==> config.mk <==
export PLATFORM = sky130hd
export DESIGN_NAME = fetch_queue
export DESIGN_NICKNAME = d
export VERILOG_FILES = /design/src/rtl/fetch_queue.sv
export SDC_FILE = /design/constraint.sdc
export NUM_CORES = 1
export LEC_CHECK = 0
export ABC_CLOCK_PERIOD_IN_PS = 2600
export CAP_MARGIN = 20
export CORE_MARGIN = 2
export CORE_UTILIZATION = 28
export CTS_CLUSTER_DIAMETER = 60
export CTS_CLUSTER_SIZE = 24
export DETAILED_ROUTE_END_ITERATION = 8
export PLACE_DENSITY_LB_ADDON = 0.25
export SLEW_MARGIN = 30
export SYNTH_ARGS = -nofsm -noshare
export SYNTH_HDL_FRONTEND = slang
export SYNTH_SLANG_ARGS = --single-unit
==> constraint.sdc <==
create_clock -name clk -period 2.6 [get_ports clk]
set_clock_uncertainty 0.15 [all_clocks]
set_input_delay 0.26 -clock clk [delete_from_list [all_inputs] [get_ports clk]]
set_output_delay 0.26 -clock clk [all_outputs]
set_load 0.02 [all_outputs]
==> src/rtl/fetch_queue.sv <==
// fetch_queue: decouples the fetch stage from decode with a small FIFO of
// {pc, instruction} pairs. Back-pressure to fetch is the combinational
// freeze output; a taken branch (flush) empties the queue in one edge.
module fetch_queue #(
  parameter int DEPTH  = 4,  // power of two, at least 2
  parameter int ADDR_W = 2   // log2(DEPTH)
) (
  input  logic              clk,
  input  logic              rst,             // synchronous, active-low
  input  logic              in_valid,
  input  logic [31:0]       in_pc,
  input  logic [31:0]       in_instruction,
  output logic              freeze,
  input  logic              flush,
  output logic              out_valid,
  input  logic              out_ready,
  output logic [31:0]       out_pc,
  output logic [31:0]       out_instruction,
  output logic [ADDR_W:0]   count
);

  localparam logic [ADDR_W:0]   FULL_COUNT = (ADDR_W + 1)'(DEPTH);
  localparam logic [ADDR_W:0]   CNT_STEP   = (ADDR_W + 1)'(1);
  localparam logic [ADDR_W-1:0] PTR_STEP   = ADDR_W'(1);

  // Entry storage, indexed by the wrapping ADDR_W-bit pointers.
  logic [31:0] pc_mem    [DEPTH];
  logic [31:0] instr_mem [DEPTH];

  logic [ADDR_W-1:0] wr_ptr;
  logic [ADDR_W-1:0] rd_ptr;

  logic full;
  logic empty;
  logic push;
  logic pop;

  assign full  = (count == FULL_COUNT);
  assign empty = (count == '0);

  // A flush discards both the presented word and any pending pop.
  assign push = in_valid & ~full & ~flush;
  assign pop  = out_valid & out_ready & ~flush;

  // Freeze is released during a flush so fetch loads the branch target,
  // and held low in reset so fetch is not stalled by stale state.
  assign freeze = full & ~flush & rst;

  // Pointer and occupancy update; reset and flush both empty the queue.
  always_ff @(posedge clk) begin
    // NOTE: sequential state uses non-blocking assignments so every register
    // samples pre-edge values regardless of statement order.
    if (!rst) begin
      wr_ptr <= '0;
      rd_ptr <= '0;
      count  <= '0;
    end else if (flush) begin
      wr_ptr <= '0;
      rd_ptr <= '0;
      count  <= '0;
    end else begin
      if (push) wr_ptr <= wr_ptr + PTR_STEP;
      if (pop)  rd_ptr <= rd_ptr + PTR_STEP;
      unique case ({push, pop})
        2'b10:   count <= count + CNT_STEP;
        2'b01:   count <= count - CNT_STEP;
        default: count <= count;
      endcase
    end
  end

  // Entry write at the write pointer on an accepted push.
  always_ff @(posedge clk) begin
    // NOTE: the data array has no reset; pointers and count alone decide
    // which entries are live, so clearing it would only cost logic.
    if (rst && push) begin
      pc_mem[wr_ptr]    <= in_pc;
      instr_mem[wr_ptr] <= in_instruction;
    end
  end

  // Head-of-queue presentation; zeros when nothing is queued.
  always_comb begin
    // NOTE: every output gets a default first so no path leaves it unassigned
    // and no latch is inferred.
    out_valid       = ~empty;
    out_pc          = 32'h0;
    out_instruction = 32'h0;
    if (!empty) begin
      out_pc          = pc_mem[rd_ptr];
      out_instruction = instr_mem[rd_ptr];
    end
  end

endmodule
==> summary.md, run 1 <==
| Metric | Value |
|---|---|
| Post-DP HPWL | `12.6 mm` |
| Final worst-path cycle share | `97.6%` |
| Quantity of I/O buffers inserted on ports | `137` |
| Core area | `35700 µm²` |
| Initial DRT Pass Iterations | `4` |
| CTS Root Buffer Type | `clkbuf_16` |
| Routed met3 length | `1.11 mm` |
| Max layer used | `met5` |
| Crit path time final | `2.54 ns` |
| Endpoint type of the worst setup path | `primary output` |
| Global placer's final weighted congestion | `0.728` |
| Largest net degree at the start of global routing | `41` |
| Most frequent cell after synthesis | `edfxtp_1` |
| Final hold violations | `0` |
| Area of the multi-input gates | `2170 µm²` |
| Yosys warnings | `0` |
| Path category of the worst min-delay check | `in2reg` |
| Synth Register Bits | `265` |
| Vias per cell | `4.48` |
| TritonCTS clock tree | `built` |
| Startpoint Class | `flip-flop` |
| Layout area overhead | `30.2%` |
| Post-synth EDFFs | `256` |
| CTS clock-pin slew for the worst setup and hold paths | `0.08 ns` |
| FF-to-FF path depth | `9` |
| Initial drt markers | `293` |
| Post-synth top cells | `edfxtp_1, and2_1, mux4_2` |
| Max cap viols | `0` |
| Setup Viol. Count Final | `0` |
| ANT cells | `0` |
| Total track usage | `12.0%` |
| Vias in the first global route | `5554` |
| Die area | `38000 µm²` |
| Least-Margin Pin Slew | `0.453 ns` |
| Fin. max-slew vios | `0` |
| CP required | `2.19 ns` |
| ANT nets after route | `0` |
| Top cells by area, synth | `edfxtp_1, mux4_2, and2_1, dfxtp_1, buf_12` |
| Fraction of layout cells with a size suffix above 1 | `34.2%` |
| Nets | `712` |
| Power Dens Cells | `666 nW/µm²` |
| Worst path max stage delay | `0.49 ns` |
| Final WL | `22.9 mm` |
| Setup CP Type | `reg2out` |
| Dominant synthesized flop cell | `edfxtp_1` |
| Worst Path Arrival | `2.13 ns` |
| Fill count | `3349` |
| Register area | `7880 µm²` |
| Unrepaired setup endpoints after global routing | `true` |
| VDD IR max | `0.000371 V` |
| Register area share after synthesis | `77.0%` |
| Per-cell routed wire length | `20.5 µm` |
| Post-synth ARST share | `0%` |
| Top Ports | `138` |
| Syn Nets | `534` |
| Crit path max fanout | `12` |
| CTS buffer count | `24` |
| Final core occ | `37.2%` |
| Hold depth | `1` |
| CTS Buffer Depth | `3` |
| First-pass GRT wire length | `34.3 mm` |
| Synth cell types | `27` |
| Worst path cell trace | `buf_12 -> buf_16 -> mux4_2 -> and2_1 -> clkdlybuf4s15_1` |
| Vias after detailed routing | `4995` |
| Share of Yosys cell area claimed by the top area cell type | `75.2%` |
| Die W | `195 µm` |
| Top achievable clock speed | `394 MHz` |
| Synthesized area per cell | `22.3 µm²` |
| Status | `finished clean` |
| Met2 WL | `11.3 mm` |
| Mapped cell area | `10200 µm²` |
| Htree depth | `1` |
| CTS sink cnt | `265` |
| DRC | `0` |
| Final Power | `8.86 mW` |
| Initial antenna violation count | `2` |
| Site row count | `69` |
| Rel. slew slack | `69.7%` |
| Global route overflow | `0` |
| Leading area contributor after synthesis | `edfxtp_1` |
| Syn Inst Count | `459` |
| Clock Latency Late Sink | `0.53 ns` |
| Pleak | `4.37 nW` |
| Initial Util | `28.6%` |
| Post-CTS Hold Fix Bufs | `0` |
| Crit path max-delay cell type | `mux4_2` |
| Vert. Die Dim | `195 µm` |
| Routed met1 length | `10.1 mm` |
path summary, 6_finish.rpt:
| kind | slack [ns] | to | startpoint |
|---|---|---|---|
| hold / removal | 0.21 | pc_mem[3][12] | in_pc[12] |
| hold reg to reg | 0.36 | wr_ptr[0] | wr_ptr[0] |
| setup reg to reg | 0.11 | count[2] | count[2] |
| setup / recovery | 0.06 | out_pc[20] | flip-flop |
stage by stage:
stage / setup WS (ns) / instance area, µm² / instances / hold WS, ns / TNS, ns
detailed placement: -0.0231 / 12300 / 1051 / 0.353 / -0.0231
floorplan: 0.0823 / 10200 / 459 / 0.209 / 0
global route: -0.0117 / 13300 / 1116 / 0.185 / -0.0529
global placement: 0.0946 / 12300 / 1051 / 0.336 / 0
finish: 0.0631 / 13300 / 1116 / 0.205 / 0
CTS: -0.103 / 13200 / 1106 / 0.174 / -1.34
power breakdown:
part	leakage, nW	total, mW	internal (mW)	switching (mW)
sequential	2.39	4.73	4.72	0.0107
clock	0.418	3.72	1.91	1.81
combinational	1.56	0.416	0.211	0.205
sequential cells by signal (all words and copies together) (netlist names), named ones only:
register and count:
pc_mem 128, rd_ptr 2, wr_ptr 2, count 3
instr_mem 128
area by class of cell:
class                           instances  area share, %
Inverter                                5          0.141
Sequential cell                       265           59.2
Multi-Input combinational cell        167           16.3
Tap cell                              461           4.33
Timing Repair Buffer                  174           13.5
Clock buffer                           26           4.73
Clock inverter                         18           1.76
cell usage in the layout (no fill, tap or decap), types with 3 or more instances in the layout:
| cell type | n |
|---|---|
| clkbuf_16 | 29 |
| and3_4 | 4 |
| ha_1 | 4 |
| mux4_2 | 64 |
| clkbuf_2 | 11 |
| buf_4 | 12 |
| and2_1 | 59 |
| clkdlybuf4s15_2 | 6 |
| clkdlybuf4s50_1 | 72 |
| nor2_1 | 8 |
| xor2_1 | 4 |
| buf_12 | 16 |
| buf_16 | 6 |
| and2_4 | 6 |
| buf_2 | 42 |
| dfxtp_1 | 5 |
| edfxtp_1 | 256 |
| clkinv_8 | 6 |
| inv_1 | 5 |
| inv_8 | 4 |
| dfxtp_4 | 3 |
critical path: cells and delay by family, from the launching register on:
kind	cells	cell delay, ns
AND/OR/NAND/NOR	1	0.16
multiplexers	1	0.49
buffers and inverters	3	0.55
flip-flops	1	0.40
cell families after synthesis:
| group | Yosys count | share of synthesized area [%] |
|---|---|---|
| XOR/XNOR | 4 | 0.343 |
| AO/OA/AOI/OAI | 7 | 0.428 |
| flip-flops | 265 | 77.0 |
| AND/OR/NAND/NOR | 86 | 5.09 |
| multiplexers | 64 | 14.2 |
| adder cells (fa/ha/maj) | 6 | 0.808 |
| buffers and inverters | 27 | 2.11 |
timing repair:
item,CTS,global route
setup buffers,6,6
cloned,5,4
resized for setup,214,52
setup endpoints to repair,66,33
metal layers:
layer,vias to the layer above,track usage (%)
met5,-,0
met4,2,2.77
met3,30,2.49
met2,115,20.5
met1,2611,15.7
li1,2237,-
Note: power is estimated with default switching activity, not from simulation.
==> inputs of run 2 (changes only) <==
--- a/config.mk
+++ b/config.mk
@@ -12,6 +12,7 @@
 export CTS_CLUSTER_DIAMETER = 60
 export CTS_CLUSTER_SIZE = 24
 export DETAILED_ROUTE_END_ITERATION = 8
+export HOLD_SLACK_MARGIN = 0.08
 export PLACE_DENSITY_LB_ADDON = 0.25
 export SLEW_MARGIN = 30
 export SYNTH_ARGS = -nofsm -noshare
==> results of run 2 <==
Final layout, timing and power as in run 1 (identical DEF).
